`src/rtl/zx_video_fetch_if.sv`:
```
// Video-page read port between the fetch stage (master) and the video RAM (slave).
// The RAM is synchronous: it samples vram_addr/vram_rd on one edge and the
// fetch stage captures vram_q on the following edge.
interface zx_video_fetch_if;
    logic [12:0] vram_addr;
    logic        vram_rd;
    logic [7:0]  vram_q;

    modport master (
        output vram_addr,
        output vram_rd,
        input  vram_q
    );

    modport slave (
        input  vram_addr,
        input  vram_rd,
        output vram_q
    );
endinterface

```
`src/rtl/zx_video_fetch.sv`:
```
// ZX pixel/attribute fetch and colour stage.
// Fetches one bitmap byte and one attribute byte per 8-pixel group, serialises
// the bitmap MSB first and emits {bright,G,R,B} eight clocks after the timing
// generator sample that produced each pixel. Border colour is emitted outside
// the active window.
//
// state    | meaning
// ---------+----------------------------------------------------------
// IDLE     | waiting for a phase-0 sample inside the active window
// RD_PIX   | group latched; drive bitmap address and read strobe
// RD_ATTR  | drive attribute address and read strobe
// CAP_ATTR | capture bitmap byte; attribute byte is captured next edge
module zx_video_fetch #(
    parameter logic [12:0] ATTR_BASE  = 13'h1800,
    parameter int          FLASH_BITS = 5
) (
    input  logic                   clk,
    input  logic                   reset,
    input  logic                   busy,
    input  logic [7:0]             h_count,
    input  logic [7:0]             v_count,
    input  logic [2:0]             border,
    zx_video_fetch_if.master       vram,
    output logic [3:0]             pix_color,
    output logic                   pix_active
);

    typedef enum logic [1:0] {
        IDLE,
        RD_PIX,
        RD_ATTR,
        CAP_ATTR
    } state_t;

    state_t                  state;
    logic [4:0]              grp_col;
    logic [7:0]              grp_v;
    logic [7:0]              pix_buf;
    logic [7:0]              attr_buf;
    logic                    attr_cap;
    logic                    grp_start;
    logic [12:0]             pix_addr;
    logic [12:0]             attr_addr;

    logic [7:0]              dl_busy;
    logic [7:0]              dl_start;
    logic [7:0][2:0]         dl_border;

    logic                    busy_q;
    logic [7:0]              v_q;
    logic [FLASH_BITS-1:0]   flash_cnt;
    logic                    flash_phase;
    logic                    frame_end;

    logic [7:0]              shift_reg;
    logic [7:0]              cur_attr;
    logic                    loaded;

    function automatic logic [3:0] colour_of(input logic b, input logic [7:0] a,
                                             input logic ph);
        logic sel;
        sel = b ^ (a[7] & ph);
        return {a[6], sel ? a[2:0] : a[5:3]};
    endfunction

    assign grp_start   = (state == IDLE) && busy && (h_count[2:0] == 3'd0);
    // Bitmap rows are interleaved: third, row-in-char, char-row, column.
    assign pix_addr    = {grp_v[7:6], grp_v[2:0], grp_v[5:3], grp_col};
    assign attr_addr   = ATTR_BASE + {3'b000, grp_v[7:3], grp_col};
    assign flash_phase = flash_cnt[FLASH_BITS-1];
    assign frame_end   = busy_q && !busy && (v_q == 8'd191);

    // Fetch FSM: two reads per group, bitmap then attribute, with registered bus outputs.
    always_ff @(posedge clk) begin
        if (reset) begin
            state          <= IDLE;
            grp_col        <= '0;
            grp_v          <= '0;
            vram.vram_addr <= '0;
            vram.vram_rd   <= 1'b0;
            pix_buf        <= '0;
            attr_buf       <= '0;
            attr_cap       <= 1'b0;
        end else begin
            attr_cap <= 1'b0;
            if (attr_cap)
                attr_buf <= vram.vram_q;
            case (state)
                IDLE: begin
                    vram.vram_rd <= 1'b0;
                    if (grp_start) begin
                        grp_col <= h_count[7:3];
                        grp_v   <= v_count;
                        state   <= RD_PIX;
                    end
                end
                RD_PIX: begin
                    vram.vram_addr <= pix_addr;
                    vram.vram_rd   <= 1'b1;
                    state          <= RD_ATTR;
                end
                RD_ATTR: begin
                    vram.vram_addr <= attr_addr;
                    vram.vram_rd   <= 1'b1;
                    state          <= CAP_ATTR;
                end
                CAP_ATTR: begin
                    vram.vram_rd <= 1'b0;
                    pix_buf      <= vram.vram_q;
                    attr_cap     <= 1'b1;
                    state        <= IDLE;
                end
                default: state <= IDLE;
            endcase
        end
    end

    // Eight-stage delay line aligning window, border and group-start with the output.
    always_ff @(posedge clk) begin
        if (reset) begin
            dl_busy   <= '0;
            dl_start  <= '0;
            dl_border <= '0;
        end else begin
            dl_busy   <= {dl_busy[6:0], busy};
            dl_start  <= {dl_start[6:0], grp_start};
            dl_border <= {dl_border[6:0], border};
        end
    end

    // Frame counter for flash: advances when the window closes after line 191.
    always_ff @(posedge clk) begin
        if (reset) begin
            busy_q    <= 1'b0;
            v_q       <= '0;
            flash_cnt <= '0;
        end else begin
            busy_q <= busy;
            v_q    <= v_count;
            if (frame_end)
                flash_cnt <= flash_cnt + {{(FLASH_BITS-1){1'b0}}, 1'b1};
        end
    end

    // Serialiser and colour output; a delayed group start reloads the shifter.
    always_ff @(posedge clk) begin
        if (reset) begin
            shift_reg  <= '0;
            cur_attr   <= '0;
            loaded     <= 1'b0;
            pix_color  <= '0;
            pix_active <= 1'b0;
        end else begin
            pix_active <= dl_busy[7];
            if (!dl_busy[7]) begin
                loaded    <= 1'b0;
                pix_color <= {1'b0, dl_border[7]};
            end else if (dl_start[7]) begin
                shift_reg <= {pix_buf[6:0], 1'b0};
                cur_attr  <= attr_buf;
                loaded    <= 1'b1;
                pix_color <= colour_of(pix_buf[7], attr_buf, flash_phase);
            end else if (loaded) begin
                shift_reg <= {shift_reg[6:0], 1'b0};
                pix_color <= colour_of(shift_reg[7], cur_attr, flash_phase);
            end else begin
                // Line entered mid-group: nothing fetched yet, show black.
                pix_color <= 4'h0;
            end
        end
    end

endmodule

```
`src/flat_wrapper.sv`:
```
// flat-port wrapper written by rule: the top's interface ports become plain ports
module zx_video_fetch_flat 
#(
    parameter logic [12:0] ATTR_BASE  = 13'h1800,
    parameter int          FLASH_BITS = 5
)
  (clk, reset, busy, h_count, v_count, border, pix_color, pix_active, vram_vram_addr, vram_vram_rd, vram_vram_q);
  zx_video_fetch_if vram_i ();
  input  logic clk;
  input  logic reset;
  input  logic busy;
  input  logic [7:0] h_count;
  input  logic [7:0] v_count;
  input  logic [2:0] border;
  output logic [3:0] pix_color;
  output logic pix_active;
  output wire logic [$bits(vram_i.vram_addr)-1:0] vram_vram_addr;
  output wire logic [$bits(vram_i.vram_rd)-1:0] vram_vram_rd;
  input wire logic [$bits(vram_i.vram_q)-1:0] vram_vram_q;
  assign vram_vram_addr = vram_i.vram_addr;
  assign vram_vram_rd = vram_i.vram_rd;
  assign vram_i.vram_q = vram_vram_q;
  zx_video_fetch #(.ATTR_BASE(ATTR_BASE), .FLASH_BITS(FLASH_BITS)) u_core (.clk(clk), .reset(reset), .busy(busy), .h_count(h_count), .v_count(v_count), .border(border), .vram(vram_i), .pix_color(pix_color), .pix_active(pix_active));
endmodule
```
`config.mk`:
```
export PLATFORM = sky130hd
export DESIGN_NAME = zx_video_fetch_flat
export DESIGN_NICKNAME = d
export VERILOG_FILES = /design/src/rtl/zx_video_fetch_if.sv /design/src/rtl/zx_video_fetch.sv /design/src/flat_wrapper.sv
export SDC_FILE = /design/constraint.sdc
export NUM_CORES = 1
export LEC_CHECK = 0
export ABC_AREA = 1
export CAP_MARGIN = 20
export CORE_MARGIN = 2
export CORE_UTILIZATION = 53
export CTS_CLUSTER_DIAMETER = 50
export DETAILED_ROUTE_END_ITERATION = 10
export DONT_BUFFER_PORTS = 1
export PLACE_DENSITY = 0.66
export SKIP_CTS_REPAIR_TIMING = 1
export SLEW_MARGIN = 20
export SYNTH_ARGS = -nofsm -noshare
export SYNTH_HDL_FRONTEND = slang
export SYNTH_SLANG_ARGS = --single-unit
```
`constraint.sdc`:
```
create_clock -name clk -period 1.45 [get_ports clk]
set_input_delay 0.2175 -clock clk [delete_from_list [all_inputs] [get_ports clk]]
set_output_delay 0.2175 -clock clk [all_outputs]
set_load 0.02 [all_outputs]
```
## Word-level counts from Yosys, hierarchy flattened

Cells that the tools add are included.

- Register bits after elaboration: 122
- Bits of input ports: 30
- Word-level logic and storage cells: 66
- Output and inout bits: 19

- Eq/ne operators: 5
- $add $sub $neg: 2
- Multiplexer cells: 12
- Reductions and logical operators: 15
- Bitwise operators: 5

Operator list:

| operator | count |
|---|---|
| $pmux 13 s2 | 1 |
| $mux 8 | 2 |
| $add 12x11->13 const A | 1 |
| $mux 3 | 3 |
| $eq 8x8->1 const B | 1 |
| $mux 4 | 2 |
| $pmux 2 s4 | 1 |
| $reduce_and 2->1 | 3 |
| $reduce_or 2->1 | 3 |
| $add 5x1->5 const B | 1 |
| $eq 2x2->1 const B | 2 |
| $logic_and 1x1->1 | 4 |
| $reduce_bool 2->1 | 2 |
| $logic_not 3->1 | 1 |
| $and 1x1->1 | 2 |
| $eq 2x1->1 const B | 1 |
| $logic_not 2->1 | 1 |
| $mux 2 | 1 |
| $ne 2x1->1 const B | 1 |
| $pmux 1 s2 | 1 |
| $xor 1x1->1 | 2 |
| $logic_not 1->1 | 1 |
| $mux 1 | 1 |
| $not 1->1 | 1 |

## Longest topological paths before layout

- Word-level depth: 6
- Gate-level depth with buffers: 8
- Gate-level depth less buffers: 8

## Least setup slack after synthesis

OpenSTA, ideal clock, no wires.

- Kind: register -> register
- Start: register u_core.state[1]
- End: register u_core.vram.vram_addr[0]
- Buffers on the path: 1
- Required time: 1.380 ns
- Cell stages (with the launch flop): 6
- Data arrival time: 1.190 ns
- Library setup time: 0.070 ns
- Setup slack: 0.190 ns
- Clock period less this slack: 1.260 ns
- Cells stage by stage: dfxtp_1 > inv_1 > ha_1 > clkbuf_1 > o21ai_0 > a21oi_1

- Cells in the longest elaborated chain, start to end: 2
- Elaborated cells between the ends (all ways): 4
- Those cells by class: eq/ne: 2; mux: 1; reduce/logical: 1

Ends and longest elaborated chain:

| item | line | source |
|---|---|---|
| from (decl) | zx_video_fetch.sv:35 | `state_t state;` |
| from (signal assigned) | zx_video_fetch.sv:76 | `state <= IDLE;` |
| from (signal assigned) | zx_video_fetch.sv:94 | `state <= RD_PIX;` |
| from (signal assigned) | zx_video_fetch.sv:100 | `state <= RD_ATTR;` |
| $eq 2x2->1 / $eq 2x1->1 (equally long branches) | zx_video_fetch.sv:88 | `case (state)` |
| $pmux 13 s2 / $reduce_bool 2->1 (equally long branches) | n/a |  |
| to (signal assigned) | zx_video_fetch.sv:98 | `vram.vram_addr <= pix_addr;` |
| to (signal assigned) | zx_video_fetch.sv:103 | `vram.vram_addr <= attr_addr;` |
| to (decl) | zx_video_fetch_if.sv:10 | `output vram_addr,` |

Parallel ways exist; a longest one is shown, timed or not.
A chain may end at the register's enable or synchronous reset.

## Worst setup path after layout

- Start: register u_core.state[1]
- End: register u_core.grp_v[4]

- Cells in the longest elaborated chain, start to end: 4

Ends and longest elaborated chain:

| item | line | source |
|---|---|---|
| $logic_not 2->1 (*) | zx_video_fetch.sv:66, zx_video_fetch.sv:88 |  |
| $logic_and 1x1->1 (2 in a row) | zx_video_fetch.sv:66 | `assign grp_start = (state == IDLE) && busy && (h_count[2:0] == 3'd0);` |
| $reduce_and 2->1 (no line) (*) | n/a |  |
| to (signal assigned) | zx_video_fetch.sv:93 | `grp_v <= v_count;` |
| to (decl) | zx_video_fetch.sv:37 | `logic [7:0] grp_v;` |

Every way passes the cells marked *; elsewhere a longest branch is shown, timed or not.

==> metrics.md <==
| Metric | Value |
|---|---|
| I/O pin cnt | 49 |
| Max reg flops | 24 |
| Commonest non-fill, non-tap cell in the layout | dfxtp_1 |
| Synth warn | 0 |
| Initial cell density of the core | 54.9% |
| Pre-CTS setup slack | 0.0299 ns |
| Worst-skew pair later-pin latency | 0.51 ns |
| Fmax | 744 MHz |
| Worst-path fanout max | 17 |
| Mapped cell area | 4240 um^2 |
| Die width | 93.5 um |
| Worst Skew | 0.00543 ns |
| Nets | 588 |
| Critical Path RT | 1.84 ns |
| Final WS setup | 0.106 ns |
| DPL Wire Length | 4.98 mm |
| Num rows | 32 |
| Core Box Area | 7730 um^2 |
| First-pass GRT wire length | 13.0 mm |
| TritonRoute pass-1 iters | 5 |
| Fin. Hold Viols | 0 |
| DRT iter0 DRCs | 161 |
| Routed len/inst | 12.1 um |
| Vias | 3240 |
| Biggest register | u_core.dl_border |
| Final Total Pwr | 8.50 mW |
| CTS tree | built |
| Vias in the first global route | 3019 |
| Synth Flop Type | dfxtp_1 |
| Placement Cell Area | 4300 um^2 |
| Die Y | 93.5 um |
| Relative slew margins | 75.4% |
| GRT Overall Usage | 19.3% |
| Biggest regs | u_core.dl_border: 24 flops, u_core.vram.vram_addr: 13 flops |
| Crit Path Category | register to register |
| DRT Wirelength | 8.06 mm |
| DRC | 0 |
| Max-cap violations | 0 |
| Post-synth EDFFs | 0 |
| Slew @ Worst Pin | 0.368 ns |
| Syn Inst Count | 525 |
| Fillers | 630 |
| Share of flip-flops with an asynchronous set or reset | 0% |
| Clock Pin Slew Worst Setup and Hold Paths | 0.06 ns |
| Longest Clk Path Bufs | 2 |
| Syn Area/Cell | 8.08 um^2 |
| N_diodes | 0 |
| Tcrit/Tclk final | 92.7% |
| GRT overflow | 0 |
| Synth cell types | 24 |
| Pwr Density | 1630 nW/um^2 |
| Layout area overhead | 22.8% |
| Yosys reg bits | 120 |
| Setup violators final | 0 |
| H-tree depth | 4 |
| Status | completed |
| Sink Count | 120 |
| Die area | 8740 um^2 |
| Min-Delay Path Class | primary input to register |
| Startpoint Class | register |
| Root cell of the clock tree | clkbuf_8 |
| Pin count of the biggest net entering global routing | 63 |
| Min Clock Period, post-route | 1.34 ns |
| IO Port Bufs | 0 |
| Leakage dissipation | 2.15 nW |
| Most frequent cells in the layout | dfxtp_1 (120), nor2_1 (95), inv_1 (91), o21ai_0 (61), a21oi_1 (51) |
| Worst vdd ir | 0.000920 V |
| Crit path DAT | 1.74 ns |
| Final slew viol count | 0 |
| Number of nets produced by synthesis | 560 |
| Seq/Total Area, Yosys | 56.6% |
| Placer Congestion | 0.769 |
| Initial antenna violation count | 0 |
| CTS buffer count | 17 |
| Vias per cell | 4.85 |
| Worst hold margin | 0.0214 ns |
| Endpoint class of the critical path | register |
| Fraction of layout cells with a size suffix above 1 | 8.13% |
| Final core occ | 67.4% |
| Final instance area | 5210 um^2 |
| Antenna-violating nets left | 0 |
[cells in the mapped netlist (2+ instances only)]
library cell	number	share of area [%]
xnor2_1	2	0.41
nor2_1	95	8.4
clkbuf_1	9	0.80
nand3_1	24	2.8
buf_6	2	0.53
dfxtp_1	120	57
ha_1	5	1.5
nand3b_1	2	0.35
buf_4	3	0.53
buf_2	8	0.94
clkbuf_8	2	0.65
a21oi_1	51	6.0
nand2_1	38	3.4
o21ai_0	63	7.4
inv_1	92	8.1
[worst max-delay path, cell delays in order, from the launching register on]
cell     delay, ns
dfxtp_1       0.33
inv_1         0.13
ha_4          0.17
nand4_1       0.13
buf_4         0.21
o21ai_0       0.18
a21oi_1       0.07
[per-layer routing]
layer	track usage, %	up-vias	wire (um)
li1	-	1682	-
met1	21.0	1472	3520
met2	32.0	71	4000
met3	8.46	15	401
met4	9.68	0	142
met5	0	-	0
[power by group]
part / internal, mW / switching (mW)
sequential: 3.46 / 0.180
clock: 2.80 / 1.45
combinational: 0.271 / 0.340
[final timing paths]
kind                                        endpoint  slack (ns)  cells past startpoint           startpoint
worst min register to register  u_core.dl_border[12]        0.40                      2  u_core.dl_border[9]
worst max register to register       u_core.grp_v[4]        0.11                      6      u_core.state[1]
worst min-delay path             u_core.flash_cnt[0]        0.02                      3                reset
worst max-delay path                 u_core.grp_v[4]        0.11                      6      u_core.state[1]
[cell families after synthesis]
family                   synth area share [%]
XOR/XNOR                                0.619
buffers and inverters                    11.8
adder cells (fa/ha/maj)                  1.47
flip-flops                               56.6
AND/OR/NAND/NOR                          15.4
AO/OA/AOI/OAI                            14.1
[area by class of cell]
class | count | area [um^2] | share of cell area, %
inverter | 94 | 353 | 6.77
timing repair buffer | 33 | 359 | 6.89
multi-input combinational | 287 | 1360 | 26.0
clock inverter | 11 | 144 | 2.76
tap | 102 | 128 | 2.45
sequential | 120 | 2400 | 46.1
clock buffer | 21 | 469 | 9.00
[metrics by stage]
step           instances  setup TNS, ns
2_1_floorplan        525              0
6_report             668              0
5_1_grt              668       -0.00184
4_1_cts              642              0
3_3_place_gp         610              0
3_5_place_dp         610              0
(Power assumes the default switching activity.)
